===== config.mk =====
export PLATFORM = sky130hd
export DESIGN_NAME = tlight_monitor
export DESIGN_NICKNAME = d
export VERILOG_FILES = /design/src/rtl/tlight_monitor.sv
export SDC_FILE = /design/constraint.sdc
export NUM_CORES = 1
export LEC_CHECK = 0
export BUFFER_PORTS_ARGS = -buffer_cell sky130_fd_sc_hd__buf_2
export CAP_MARGIN = 40
export CORE_ASPECT_RATIO = 1.2
export CORE_MARGIN = 10
export CORE_UTILIZATION = 45
export DETAILED_ROUTE_END_ITERATION = 12
export GPL_TIMING_DRIVEN = 0
export PLACE_DENSITY = 0.74
export REMOVE_ABC_BUFFERS = 1
export SLEW_MARGIN = 10
export SYNTH_ARGS = -nofsm -noshare
export SYNTH_HDL_FRONTEND = slang
export SYNTH_SLANG_ARGS = --single-unit
export TNS_END_PERCENT = 10

===== constraint.sdc =====
create_clock -name clock -period 2.35 [get_ports clock]
set_input_delay 0.235 -clock clock [delete_from_list [all_inputs] [get_ports clock]]
set_output_delay 0.235 -clock clock [all_outputs]
set_load 0.02 [all_outputs]

===== src/rtl/tlight_monitor.sv =====
// Passive checker for the ns/we traffic-light buses: rebuilds the controller phase from the
// lights, flags illegal combinations, order and duration errors. Interlock: TLIGHT_MON_SAFE_EN.
module tlight_monitor #(
  parameter int unsigned READY_CYCLES = 3,
  parameter int unsigned GO_CYCLES    = 15,
  parameter int unsigned STOP_CYCLES  = 1,
  parameter int unsigned CNT_W        = 5,
  parameter int unsigned CYC_W        = 16
) (
  input  logic             clock,
  input  logic             reset,
  input  logic [1:0]       ns,
  input  logic [1:0]       we,
  input  logic             clear,
  output logic [2:0]       phase,
  output logic [CNT_W-1:0] run_len,
  output logic             err_illegal,
  output logic             err_seq,
  output logic             err_dur,
  output logic [2:0]       err_sticky,
  output logic [CYC_W-1:0] cycles_done,
  output logic             force_red
);

  localparam logic [1:0] Red    = 2'b00;
  localparam logic [1:0] Yellow = 2'b01;
  localparam logic [1:0] Green  = 2'b10;

  localparam logic [CNT_W-1:0] ReadyLen = CNT_W'(READY_CYCLES);
  localparam logic [CNT_W-1:0] GoLen    = CNT_W'(GO_CYCLES);
  localparam logic [CNT_W-1:0] StopLen  = CNT_W'(STOP_CYCLES);
  localparam logic [CNT_W-1:0] CntMax   = '1;

  typedef enum logic [2:0] {
    StInit    = 3'd0,
    StWeReady = 3'd1,
    StWeGo    = 3'd2,
    StWeStop  = 3'd3,
    StNsReady = 3'd4,
    StNsGo    = 3'd5,
    StNsStop  = 3'd6,
    StLost    = 3'd7
  } phase_e;

  typedef enum logic [2:0] {
    ClsAllRed,
    ClsWeYellow,
    ClsWeGreen,
    ClsNsYellow,
    ClsNsGreen,
    ClsIllegal
  } cls_e;

  phase_e           phase_q, phase_d, succ_phase;
  cls_e             cls, succ_cls;
  logic             skip_q, skip_d;
  logic [3:0]       prev_q;
  logic             prev_valid_q;
  logic [CNT_W-1:0] run_len_q, run_len_d, exp_len;
  logic             changed, checked;
  logic             seq_hit, short_hit, long_hit, wrap;
  logic             err_ill_d, err_seq_d, err_dur_d;
  logic             err_ill_q, err_seq_q, err_dur_q;
  logic [2:0]       sticky_q, sticky_d;
  logic [CYC_W-1:0] cycles_q, cycles_d;

  always_comb begin
    cls = ClsIllegal;
    if (ns == Red && we == Red)         cls = ClsAllRed;
    else if (ns == Red && we == Yellow) cls = ClsWeYellow;
    else if (ns == Red && we == Green)  cls = ClsWeGreen;
    else if (ns == Yellow && we == Red) cls = ClsNsYellow;
    else if (ns == Green && we == Red)  cls = ClsNsGreen;
  end

  assign changed = !prev_valid_q || ({ns, we} != prev_q);

  always_comb begin
    if (changed)                run_len_d = CNT_W'(1);
    else if (run_len_q == CntMax) run_len_d = run_len_q;
    else                        run_len_d = run_len_q + CNT_W'(1);
  end

  // Expected successor; the yellow phases differ only in which phase precedes them.
  always_comb begin
    succ_phase = StLost;
    succ_cls   = ClsIllegal;
    exp_len    = '0;
    unique case (phase_q)
      StInit:    begin succ_phase = StWeReady; succ_cls = ClsWeYellow; end
      StWeReady: begin succ_phase = StWeGo;    succ_cls = ClsWeGreen;  exp_len = ReadyLen; end
      StWeGo:    begin succ_phase = StWeStop;  succ_cls = ClsWeYellow; exp_len = GoLen;    end
      StWeStop:  begin succ_phase = StNsReady; succ_cls = ClsNsYellow; exp_len = StopLen;  end
      StNsReady: begin succ_phase = StNsGo;    succ_cls = ClsNsGreen;  exp_len = ReadyLen; end
      StNsGo:    begin succ_phase = StNsStop;  succ_cls = ClsNsYellow; exp_len = GoLen;    end
      StNsStop:  begin succ_phase = StWeReady; succ_cls = ClsWeYellow; exp_len = StopLen;  end
      StLost:    begin succ_phase = StLost;    succ_cls = ClsIllegal;  end
    endcase
  end

  assign checked = !skip_q && (phase_q != StInit) && (phase_q != StLost);

  // State register
  always_ff @(posedge clock) begin
    if (reset) begin
      phase_q      <= StInit;
      skip_q       <= 1'b0;
      prev_q       <= '0;
      prev_valid_q <= 1'b0;
      run_len_q    <= '0;
    end else begin
      phase_q      <= phase_d;
      skip_q       <= skip_d;
      prev_q       <= {ns, we};
      prev_valid_q <= 1'b1;
      run_len_q    <= run_len_d;
    end
  end

  // Next-state logic
  always_comb begin
    phase_d   = phase_q;
    skip_d    = skip_q;
    seq_hit   = 1'b0;
    short_hit = 1'b0;
    wrap      = 1'b0;
    if (phase_q == StLost) begin
      // The resync run is of unknown age, so it is exempt from duration checks.
      if (cls == ClsWeGreen) begin
        phase_d = StWeGo;
        skip_d  = 1'b1;
      end else if (cls == ClsNsGreen) begin
        phase_d = StNsGo;
        skip_d  = 1'b1;
      end
    end else if (cls == ClsIllegal) begin
      seq_hit = 1'b1;
      phase_d = StLost;
    end else if (phase_q == StInit && cls == ClsAllRed) begin
      phase_d = StInit;
    end else if (changed) begin
      if (cls == succ_cls) begin
        phase_d   = succ_phase;
        skip_d    = 1'b0;
        short_hit = checked && (run_len_q < exp_len);
        wrap      = (phase_q == StNsStop);
      end else begin
        seq_hit = 1'b1;
        phase_d = StLost;
      end
    end
  end

  // Output logic
  always_comb begin
    long_hit  = !changed && checked && (cls != ClsIllegal) && (run_len_d == exp_len + CNT_W'(1));
    err_ill_d = (cls == ClsIllegal);
    err_seq_d = seq_hit;
    err_dur_d = short_hit || long_hit;
    sticky_d  = (clear ? 3'b000 : sticky_q) | {err_dur_d, err_seq_d, err_ill_d};
    cycles_d  = cycles_q + CYC_W'(wrap);
  end

  always_ff @(posedge clock) begin
    if (reset) begin
      err_ill_q <= 1'b0;
      err_seq_q <= 1'b0;
      err_dur_q <= 1'b0;
      sticky_q  <= '0;
      cycles_q  <= '0;
    end else begin
      err_ill_q <= err_ill_d;
      err_seq_q <= err_seq_d;
      err_dur_q <= err_dur_d;
      sticky_q  <= sticky_d;
      cycles_q  <= cycles_d;
    end
  end

`ifdef TLIGHT_MON_SAFE_EN
  logic force_q;

  // A fresh error in the clearing cycle keeps the interlock asserted.
  always_ff @(posedge clock) begin
    if (reset)                       force_q <= 1'b0;
    else if (err_ill_d || err_seq_d) force_q <= 1'b1;
    else if (clear)                  force_q <= 1'b0;
  end

  assign force_red = force_q;
`else
  assign force_red = 1'b0;
`endif

  assign phase       = phase_q;
  assign run_len     = run_len_q;
  assign err_illegal = err_ill_q;
  assign err_seq     = err_seq_q;
  assign err_dur     = err_dur_q;
  assign err_sticky  = sticky_q;
  assign cycles_done = cycles_q;

endmodule


== Word-level counts from Yosys, hierarchy flattened ==
Index checks and enable logic that the tools add are counted.

* $add $sub $neg: 3
* Magnitude comparators: 1
* Equal/unequal tests: 23
* Reductions and logical operators: 33
* Bitwise logic cells: 1
* Multiplexer cells: 41

{| class="wikitable"
|+ Operators by type and width
! kind !! number
|-
| two-way mux 3 bit || 12
|-
| two-way mux 1 bit || 24
|-
| equality test 3 bit, second input constant || 6
|-
| one-hot mux 3 bit (6 select lines) || 1
|-
| adder 16 x 1 -> 16 bit || 1
|-
| one-hot mux 3 bit (5 select lines) || 1
|-
| logical AND 1 bit || 12
|-
| one-hot mux 4 bit (3 select lines) || 1
|-
| adder 5 x 1 -> 5 bit, second input constant || 2
|-
| two-way mux 5 bit || 2
|-
| OR reduction 2 bit || 5
|-
| equality test 3 x 2 -> 1 bit, second input constant || 3
|-
| logical NOT 3 bit || 2
|-
| != test 3 bit, second input constant || 2
|-
| equality test 5 bit || 1
|-
| equality test 5 bit, second input constant || 1
|-
| < comparator 5 bit || 1
|-
| AND reduction 5 bit || 1
|-
| equality test 2 x 1 -> 1 bit, second input constant || 2
|-
| equality test 2 bit, second input constant || 2
|-
| logical NOT 2 bit || 2
|-
| != test 4 bit || 1
|-
| nonzero test 2 bit || 2
|-
| nonzero test 4 bit || 1
|-
| other kinds (11) || 14
|}

* Output and inout port bits: 31
* Flip-flop bits (word level): 36
* Word-level logic and storage cells: 112
* Input port bits: 7

== Longest topological paths before layout ==
Gate-level depths: netlist of the first run.

* Depth after elaboration: 15
* Gate-level depth with buffers: 14

== Worst setup path before layout of the first run ==
No wires, ideal clock.

* Path type: register to register
* From: register phase_q[0], in the netlist phase[0]
* To: register cycles_q[8], in the netlist cycles_done[8]
* Clock period less this slack: 2,681 ps
* Setup time: 70 ps
* Stages on the path, launching flop included: 13
* Path buffers: 1
* Data required time: 2,280 ps
* Setup slack: -331 ps
* Arrival: 2,610 ps
* Path through: dfxtp_1 -> and3_1 -> buf_2 -> o32ai_2 -> nor4_4 -> o21ai_2 -> nor2_1 -> nor4b_2 -> ha_1 -> ha_1 -> nand2_1 -> or3_1 -> a21oi_1

* Cells in the longest elaborated chain, start to end: 10
* Elaborated cells on any way between the ends: 19
* Those cells by class: add/sub: 1; eq/ne: 8; mux: 6; reduce/logical: 4

{| class="wikitable"
|+ Ends and longest elaborated chain
! item !! line !! source
|-
| from (decl) || 54 || <nowiki>phase_e phase_q, phase_d, succ_phase;</nowiki>
|-
| from (signal assigned) || 106 || <nowiki>phase_q <= StInit;</nowiki>
|-
| from (signal assigned) || 112 || <nowiki>phase_q <= phase_d;</nowiki>
|-
| equality test 3 bit (tied with other cells) || 89, 146 ||
|-
| OR reduction 3 bit (no source line) or OR reduction 2 bit (tied branches) || -- ||
|-
| one-hot mux 3 bit (5 select lines) || 89 || <nowiki>unique case (phase_q)</nowiki>
|-
| equality test 3 bit || 142 || <nowiki>if (cls == succ_cls) begin</nowiki>
|-
| two-way mux 1 bit || 142 ||
|-
| two-way mux 1 bit || 141 || <nowiki>end else if (changed) begin</nowiki>
|-
| two-way mux 1 bit || 139 || <nowiki>end else if (phase_q == StInit && cls == ClsAllRed) begin</nowiki>
|-
| two-way mux 1 bit || 136 || <nowiki>end else if (cls == ClsIllegal) begin</nowiki>
|-
| two-way mux 1 bit * || 127 || <nowiki>if (phase_q == StLost) begin</nowiki>
|-
| adder 16 x 1 -> 16 bit * || 161 || <nowiki>cycles_d = cycles_q + CYC_W'(wrap);</nowiki>
|-
| to (signal assigned) || 176 || <nowiki>cycles_q <= cycles_d;</nowiki>
|-
| to (decl) || 65 || <nowiki>logic [CYC_W-1:0] cycles_q, cycles_d;</nowiki>
|}

Mark *: on every way between the ends. The rest lies on a longest branch, timed or not.
A chain may end at the register's enable or synchronous reset.

== Final worst setup path of the first run ==
* From: register phase_q[1], in the netlist phase[1]
* To: register cycles_q[12], in the netlist cycles_done[12]

Same word-level chain as after synthesis.

==> results of run 1 <==
## cell type report
cell class                      count  share of cell area
Multi-Input combinational cell    181               0.502
Inverter                            4             0.00576
Sequential cell                    36               0.281
Timing Repair Buffer               62               0.148
Clock inverter                      1             0.00288
Clock buffer                        7              0.0331
Tap cell                           56              0.0269
## worst paths after layout
check | slack, ns | depth (start not counted) | end
max | -0.11 | 12 | cycles_done[12]
max reg2reg | -0.11 | 12 | cycles_done[12]
min reg2reg | 0.47 | 2 | err_sticky[1]
min | 0.24 | 3 | err_sticky[1]
## logic make-up (layout without fill, tap and decap cells)
family	count (synthesis)	after routing	synth area share
multiplexers	3	3	0.0155
buffers and inverters	19	74	0.0519
AND/OR/NAND/NOR	102	102	0.276
adder cells (fa/ha/maj)	8	8	0.0482
XOR/XNOR	24	24	0.104
other	1	1	0.00185
flip-flops	36	36	0.356
AO/OA/AOI/OAI	43	43	0.146
## state kept, by name (all words and copies together) (netlist names)
signal	flops
cycles_done	16
run_len	5
prev_q	4
err_sticky	3
phase	3
err_dur	1
err_illegal	1
err_seq	1
prev_valid_q	1
skip_q	1
## critical path, stage by stage, from the launching register on
cell and delay (ns):
dfxtp_4 0.37, buf_6 0.13, nor4bb_4 0.27, a22oi_1 0.12
nand2_1 0.14, o21ai_2 0.08, nor2_2 0.13, nor4b_4 0.26
ha_4 0.21, ha_4 0.15, nand2_4 0.07, or3_1 0.32
a21oi_1 0.15
## power breakdown
part	switching (uW)	internal, uW
sequential	16.1	630
clock	221	238
combinational	171	131
## stage by stage
stage / util / TNS [ns]
2_1_floorplan: - / -5.46
3_3_place_gp: 0.508 / -11.05
3_5_place_dp: 0.508 / -11.76
4_1_cts: 0.592 / -0.577
5_1_grt: 0.607 / -3.03
6_report: 0.607 / -0.637
## metal layers
metal  global-route usage  routed length, um
met1                0.149               2050
met2                0.240               2640
met3               0.0402                296
met4               0.0636                156
met5                    0                  0
## cell usage after synthesis (all sizes together)
cell type / count
dfxtp: 36
and4: 1
a211oi: 3
nor2: 29
or2: 4
a31oi: 6
clkbuf: 3
nor4bb: 1
o21a: 1
a22oi: 3
o31ai: 2
nor2b: 12
and2: 4
nand4b: 1
a41oi: 1
nand2: 11
xor2: 14
inv: 3
a21oi: 11
or3: 4
nand3: 12
a221oi: 1
conb: 1
and3: 3
o32ai: 2
clkinv: 1
ha: 7
nand4: 4
a21boi: 1
o21ai: 11
xnor2: 10
nor4: 3
nor4b: 2
buf: 12
nor3: 8
nand2b: 2
nand3b: 1
mux2: 1
o211ai: 1
maj3: 1
mux2i: 2
## what timing repair did
action                                 in CTS  in global routing
setup buffers                              24                  2
endpoints found under the hold margin       0                  0
resized for setup                          23                 10
setup endpoints to repair                  18                 16
pin swaps                                  10                 10
==> impl_metrics.json, run 1 <==
{
  "outcome": "complete, but fails checks",
  "violations": "negative setup slack",
  "ctsHoldBuffers": 0,
  "yosysTopAreaCellShare": 0.356,
  "p_leak_uw": 0.00110,
  "dp.final_hpwl_um": 3220,
  "drt_iter0_drc": 118,
  "drv_cap": 0,
  "fp.dieW_um": 81.2,
  "placed_area_mm2": 0.00218,
  "num-fill-cells": 361,
  "clk_latency_ns": 0.29,
  "syn_avg_cell_area_um2": 8.57,
  "hold_violations": 0,
  "synth-seq-cells": 36,
  "gp_congestion": 0.836,
  "place_inst": 313,
  "grt_pass1_wl_um": 8490,
  "vias": 1862,
  "antenna_found_initial": 0,
  "row_count": 26,
  "track_usage": 0.138,
  "grt_pass1_vias": 1834,
  "htreeDepth": 2,
  "setup_violations": 11,
  "crit_required_ns": 2.57,
  "vias_per_cell": 5.37,
  "ant_nets": 0,
  "initial_core_util": 0.471,
  "cp_max_fo": 6,
  "ioPinCount": 38,
  "ys_seq_area_frac": 0.356,
  "yosysTopAreaCell": "dfxtp_1",
  "total_power_uw": 1410,
  "whs_ns": 0.241,
  "hold_path.class": "in -> reg",
  "fin_nets": 304,
  "max-vdd-ir-drop_mv": 0.442,
  "seq_area_um2": 732,
  "cts_sinks": 36,
  "max_freq_mhz": 406,
  "worst_slack_ns": -0.111,
  "rsz0062_at_grt": "yes",
  "area_delta_synth_final_pct": 28.9,
  "ys_types": 50,
  "start_kind": "flop",
  "cts_tree": "yes",
  "min-delay-start": "clear",
  "drc": 0,
  "die_y_um": 93.5,
  "drt-total-wl_um": 5150,
  "power_density_mw_per_mm2": 540,
  "cp.arrival_ns": 2.68,
  "post_drt_wl_per_cell_um": 14.8,
  "pre_cts_ws_ns": -0.985,
  "final_cell_mix": "buf_2 (36), dfxtp_1 (33), nor2_1 (27)",
  "grt_max_degree": 28,
  "core-area_mm2": 0.00429,
  "antennaDiodeCount": 0,
  "ctsLongestPathBuffers": 2,
  "synth_area_leaders": "dfxtp_1 (36%), xor2_1 (6.1%), nor2_1 (5.4%), ha_1 (4.3%), xnor2_1 (4.3%)",
  "max_slew.worst_pin.slew_ns": 0.534,
  "final_area_mm2": 0.00261,
  "gr-total-overflow": 0,
  "path_class": "reg -> reg",
  "fin_skew_ns": 0.00507,
  "drive_gt1_frac": 0.326,
  "clk_pin_slew_ns": 0.07,
  "firstDrtPassIters": 4,
  "port_buffers": 36,
  "final_common_cell": "buf_2",
  "r2r-start": "phase[1]",
  "die-area_mm2": 0.00759,
  "drv_slew": 0,
  "timing.final.crit_share": 1.05,
  "synthesis.instances": 236,
  "cp-end-kind": "flop",
  "period_minus_slack_ns": 2.46,
  "max_slew_margin": 0.641,
  "mappedNetlistArea_mm2": 0.00202,
  "cts.root.buffer_cell": "clkbuf_8",
  "tritoncts.num_buffers": 5,
  "startpoint": "phase[1]",
  "ys_warn_count": 0,
  "final-instance-count-excl-fill": 347,
  "multiInputGateArea_mm2": 0.00131
}
Power figures use the tool's default switching activity.
==> run 2, diff against run 1 <==
--- a/config.mk
+++ b/config.mk
@@ -7,7 +7,7 @@
 export LEC_CHECK = 0
 export BUFFER_PORTS_ARGS = -buffer_cell sky130_fd_sc_hd__buf_2
 export CAP_MARGIN = 40
-export CORE_ASPECT_RATIO = 1.2
+export CORE_ASPECT_RATIO = 2
 export CORE_MARGIN = 10
 export CORE_UTILIZATION = 45
 export DETAILED_ROUTE_END_ITERATION = 12
==> impl_metrics.json, run 2 (synthesized netlist as in run 1, its figures left out) <==
{
  "outcome": "complete, but fails checks",
  "violations": "negative setup slack",
  "port_buffers": 36,
  "largest_reg_flops": 16,
  "cpMaxStageDelayCell": "dfxtp_4",
  "fin_nets": 297,
  "grt_pass1_wl_um": 8960,
  "cp_max_fo": 6,
  "drv_slew": 0,
  "final_common_cell": "buf_2",
  "ant_nets": 0,
  "setup_violations": 3,
  "min-delay-start": "clear",
  "gr-total-overflow": 0,
  "drive_gt1_frac": 0.306,
  "antennaDiodeCount": 0,
  "drt_iter0_drc": 120,
  "total_power_uw": 1460,
  "start_kind": "flop",
  "row_count": 34,
  "whs_ns": 0.241,
  "grt_pass1_vias": 1947,
  "gp_congestion": 0.851,
  "final.setup.tns_ns": -0.0829,
  "drt-total-wl_um": 5290,
  "cp-end-kind": "flop",
  "final-instance-count-excl-fill": 338,
  "post_drt_wl_per_cell_um": 15.7,
  "cts.root.buffer_cell": "clkbuf_8",
  "antenna_found_initial": 0,
  "crit_required_ns": 2.57,
  "cts_sinks": 36,
  "vias_per_cell": 5.59,
  "startpoint": "phase[1]",
  "tritoncts.num_buffers": 5,
  "path_class": "reg -> reg",
  "clk_pin_slew_ns": 0.07,
  "path_cells": "buf_6 > nor4bb_2 > a22oi_1 > nand2_1 > o21ai_4 > nor2_4 > nor4b_4 > ha_4 > ha_4 > nand2_4 > or3_1 > a21oi_1",
  "cp.arrival_ns": 2.61,
  "track_usage": 0.144,
  "p_leak_uw": 0.00106,
  "vias": 1891,
  "hold_path.class": "in -> reg",
  "clk_latency_ns": 0.28,
  "power_density_mw_per_mm2": 573,
  "timing.final.crit_share": 1.02,
  "fin_skew_ns": 0.00341,
  "fp.dieW_um": 67.4,
  "dp.final_hpwl_um": 3600,
  "area_delta_synth_final_pct": 26.2,
  "firstDrtPassIters": 4,
  "cpMostUsedCell": "ha_4",
  "initial_core_util": 0.466,
  "max_freq_mhz": 418,
  "max-vdd-ir-drop_mv": 0.343,
  "r2r-start": "phase[1]",
  "num-fill-cells": 398,
  "cts_tree": "yes",
  "place_inst": 311,
  "grt_max_degree": 28,
  "drc": 0,
  "htreeDepth": 2,
  "final_cell_mix": "buf_2 (36), dfxtp_1 (33), nor2_1 (28)",
  "worst_slack_ns": -0.0410,
  "period_minus_slack_ns": 2.39,
  "ioPinCount": 38,
  "ctsHoldBuffers": 0,
  "ctsLongestPathBuffers": 2,
  "slowest_delay_ns": 0.37,
  "drv_cap": 0,
  "core-area_mm2": 0.00434,
  "hold_violations": 0,
  "die-area_mm2": 0.00774,
  "die_y_um": 115,
  "rsz0062_at_grt": "yes"
}
-- run 2: final cells by class --
type	count	area (um2)	share of cell area
Tap cell	54	67.6	0.0265
Inverter	4	15.0	0.00588
Sequential cell	36	732	0.287
Clock buffer	6	72.6	0.0284
Timing Repair Buffer	55	330	0.129
Clock inverter	2	35.0	0.0137
Multi-Input combinational cell	181	1300	0.509
-- run 2: what timing repair did --
| action | in CTS | in global routing |
|---|---|---|
| pin swaps | 10 | 4 |
| gates resized for setup | 27 | 5 |
| setup buffers | 18 | 1 |
| endpoints found under the setup margin | 18 | 17 |
-- run 2: final timing paths --
| path | end | slack (ns) | depth (start not counted) |
|---|---|---|---|
| hold reg to reg | err_sticky[1] | 0.47 | 2 |
| setup / recovery | cycles_done[8] | -0.04 | 12 |
| setup reg to reg | cycles_done[8] | -0.04 | 12 |
| hold / removal | err_sticky[1] | 0.24 | 3 |
-- run 2: worst max-delay path: cells and delay by family (launching register included) --
kind | cells | cell delay (ns)
DFF | 1 | 0.37
AOI/OAI and AO/OA | 3 | 0.30
and+or+nand+nor | 6 | 1.16
adders and majority gates | 2 | 0.37
buffers and inverters | 1 | 0.13
-- run 2: per-stage QoR --
step                cell area [um2]  worst slack (ns)  utilization
floorplan                      1930            -0.550            -
global placement               2180            -0.931        0.503
detailed placement             2180            -0.963        0.503
CTS                            2520           -0.0612        0.581
global route                   2550            -0.199        0.588
finish                         2550           -0.0410        0.588
-- run 2: layer usage --
metal	wire length [um]	global-route usage	up-vias
li1	-	-	922
met1	1860	0.132	903
met2	3010	0.278	50
met3	213	0.0205	16
met4	208	0.0882	0
met5	0	0	-
-- run 2: report_power, final --
part / total, uW / leakage (uW) / internal (uW) / switching [uW]
sequential: 647 / 0.000296 / 630 / 16.7
combinational: 290 / 0.000714 / 123 / 167
clock: 526 / 0.0000552 / 315 / 212
==> run 3, diff against run 2 <==
--- a/config.mk
+++ b/config.mk
@@ -7,12 +7,15 @@
 export LEC_CHECK = 0
 export BUFFER_PORTS_ARGS = -buffer_cell sky130_fd_sc_hd__buf_2
 export CAP_MARGIN = 40
+export CELL_PAD_IN_SITES_DETAIL_PLACEMENT = 0
+export CELL_PAD_IN_SITES_GLOBAL_PLACEMENT = 1
 export CORE_ASPECT_RATIO = 2
 export CORE_MARGIN = 10
-export CORE_UTILIZATION = 45
+export CORE_UTILIZATION = 38
+export CTS_BUF_LIST = sky130_fd_sc_hd__clkbuf_8
 export DETAILED_ROUTE_END_ITERATION = 12
 export GPL_TIMING_DRIVEN = 0
-export PLACE_DENSITY = 0.74
+export PLACE_DENSITY = 0.82
 export REMOVE_ABC_BUFFERS = 1
 export SLEW_MARGIN = 10
 export SYNTH_ARGS = -nofsm -noshare
==> impl_metrics.json, run 3 (synthesized netlist as in run 1, its figures left out) <==
{
  "fin_nets": 291,
  "grt_max_degree": 28,
  "fin_skew_ns": 0.00410,
  "htreeDepth": 2,
  "outcome": "complete, but fails checks",
  "row_count": 37,
  "dp.final_hpwl_um": 3790,
  "antennaDiodeCount": 0,
  "start_kind": "flop",
  "tritoncts.num_buffers": 5,
  "hold_violations": 0,
  "timing.final.crit_share": 1.03,
  "p_leak_uw": 0.00103,
  "cts_sinks": 36,
  "pre_cts_ws_ns": -1.05,
  "utilization": 0.494,
  "port_buffers": 36,
  "vias_per_cell": 5.54,
  "antenna_found_initial": 0,
  "grt_pass1_vias": 1915,
  "max_slew.worst_pin.slew_ns": 0.510,
  "path_class": "reg -> reg",
  "post_drt_wl_per_cell_um": 15.9,
  "final_common_cell": "buf_2",
  "startpoint": "phase[0]",
  "ant_nets": 0,
  "r2r_setup_slack_ns": -0.08,
  "ioPinCount": 38,
  "period_minus_slack_ns": 2.43,
  "crit_required_ns": 2.57,
  "clk_latency_ns": 0.29,
  "violations": "negative setup slack",
  "worst_slack_ns": -0.0817,
  "ctsLongestPathBuffers": 2,
  "cts.root.buffer_cell": "clkbuf_8",
  "drt_iter0_drc": 66,
  "core-area_mm2": 0.00514,
  "die-area_mm2": 0.00882,
  "power_density_mw_per_mm2": 541,
  "max_slew_margin": 0.657,
  "final_cell_mix": "buf_2 (36), dfxtp_1 (33), nor2_1 (27)",
  "num-fill-cells": 531,
  "max_freq_mhz": 411,
  "firstDrtPassIters": 7,
  "drv_slew": 0,
  "min-delay-start": "clear",
  "initial_core_util": 0.394,
  "vias": 1861,
  "r2r-start": "phase[0]",
  "final.setup.tns_ns": -0.254,
  "clk_pin_slew_ns": 0.08,
  "die_y_um": 123,
  "r2r-end": "cycles_done[8]",
  "reg2reg_depth": 12,
  "max-vdd-ir-drop_mv": 0.312,
  "cts_tree": "yes",
  "cp.arrival_ns": 2.66,
  "drive_gt1_frac": 0.313,
  "area_delta_synth_final_pct": 25.4,
  "drc": 0,
  "cp_max_fo": 6,
  "total_power_uw": 1370,
  "drt-total-wl_um": 5360,
  "setup_violations": 7,
  "cp-end-kind": "flop",
  "hold_path.class": "in -> reg",
  "gr-total-overflow": 0,
  "gp_congestion": 0.785,
  "seq_area_um2": 732,
  "track_usage": 0.127,
  "largest_reg_flops": 16,
  "rsz0062_at_grt": "yes",
  "drv_cap": 0,
  "cp-endpoint": "cycles_done[8]",
  "multiInputGateArea_mm2": 0.00133,
  "grt_pass1_wl_um": 9160,
  "fp.dieW_um": 71.6
}
## run 3: final cells by class
class                      count  share of cell area
multi-input combinational    181               0.525
sequential                    36               0.289
timing repair buffer          49               0.117
tap                           58              0.0286
clock buffer                   5              0.0271
clock inverter                 3             0.00740
inverter                       4             0.00592
## run 3: stage by stage
| stage | cells | instance area (um2) | hold slack, ns |
|---|---|---|---|
| after floorplan | 221 | 1930 | 0.304 |
| after global placement | 315 | 2190 | 0.464 |
| final | 336 | 2540 | 0.228 |
| after global routing | 336 | 2540 | 0.250 |
| after CTS | 336 | 2470 | 0.229 |
| after detailed placement | 315 | 2190 | 0.470 |
## run 3: per-layer routing
| metal | share of wire | global-route usage | vias to the layer above |
|---|---|---|---|
| met5 | 0 | 0 | - |
| met4 | 0.043 | 0.0706 | 0 |
| met3 | 0.049 | 0.0321 | 18 |
| met2 | 0.56 | 0.237 | 52 |
| met1 | 0.35 | 0.120 | 886 |
| li1 | - | - | 905 |
## run 3: worst min path at each step
stage                       to  cells after the start
3_5_place_dp     err_sticky[0]                      2
6_report         err_sticky[0]                      3
4_1_cts          err_sticky[0]                      3
2_1_floorplan  cycles_done[12]                      1
3_3_place_gp     err_sticky[1]                      2
5_1_grt          err_sticky[1]                      3
## run 3: worst max-delay path, cell delays in order, from the launching register on
cell	delay [ns]
dfxtp_4	0.39
buf_8	0.13
nor4bb_4	0.26
a22oi_1	0.09
nand2_1	0.16
o21ai_4	0.09
nor2_2	0.11
nor4b_4	0.26
ha_4	0.21
ha_4	0.15
nand2_4	0.07
or3_4	0.33
a21oi_2	0.11
## run 3: what timing repair did
item,in CTS,in global routing
setup buffers,13,0
pin swaps,10,5
endpoints found under the setup margin,19,16
gates resized for setup,28,13
hold buffers,0,0
## run 3: report_power, final
part	total, uW	internal [uW]	switching (uW)
combinational	283	118	166
sequential	648	630	18.2
clock	440	207	233
total	1370	954	417
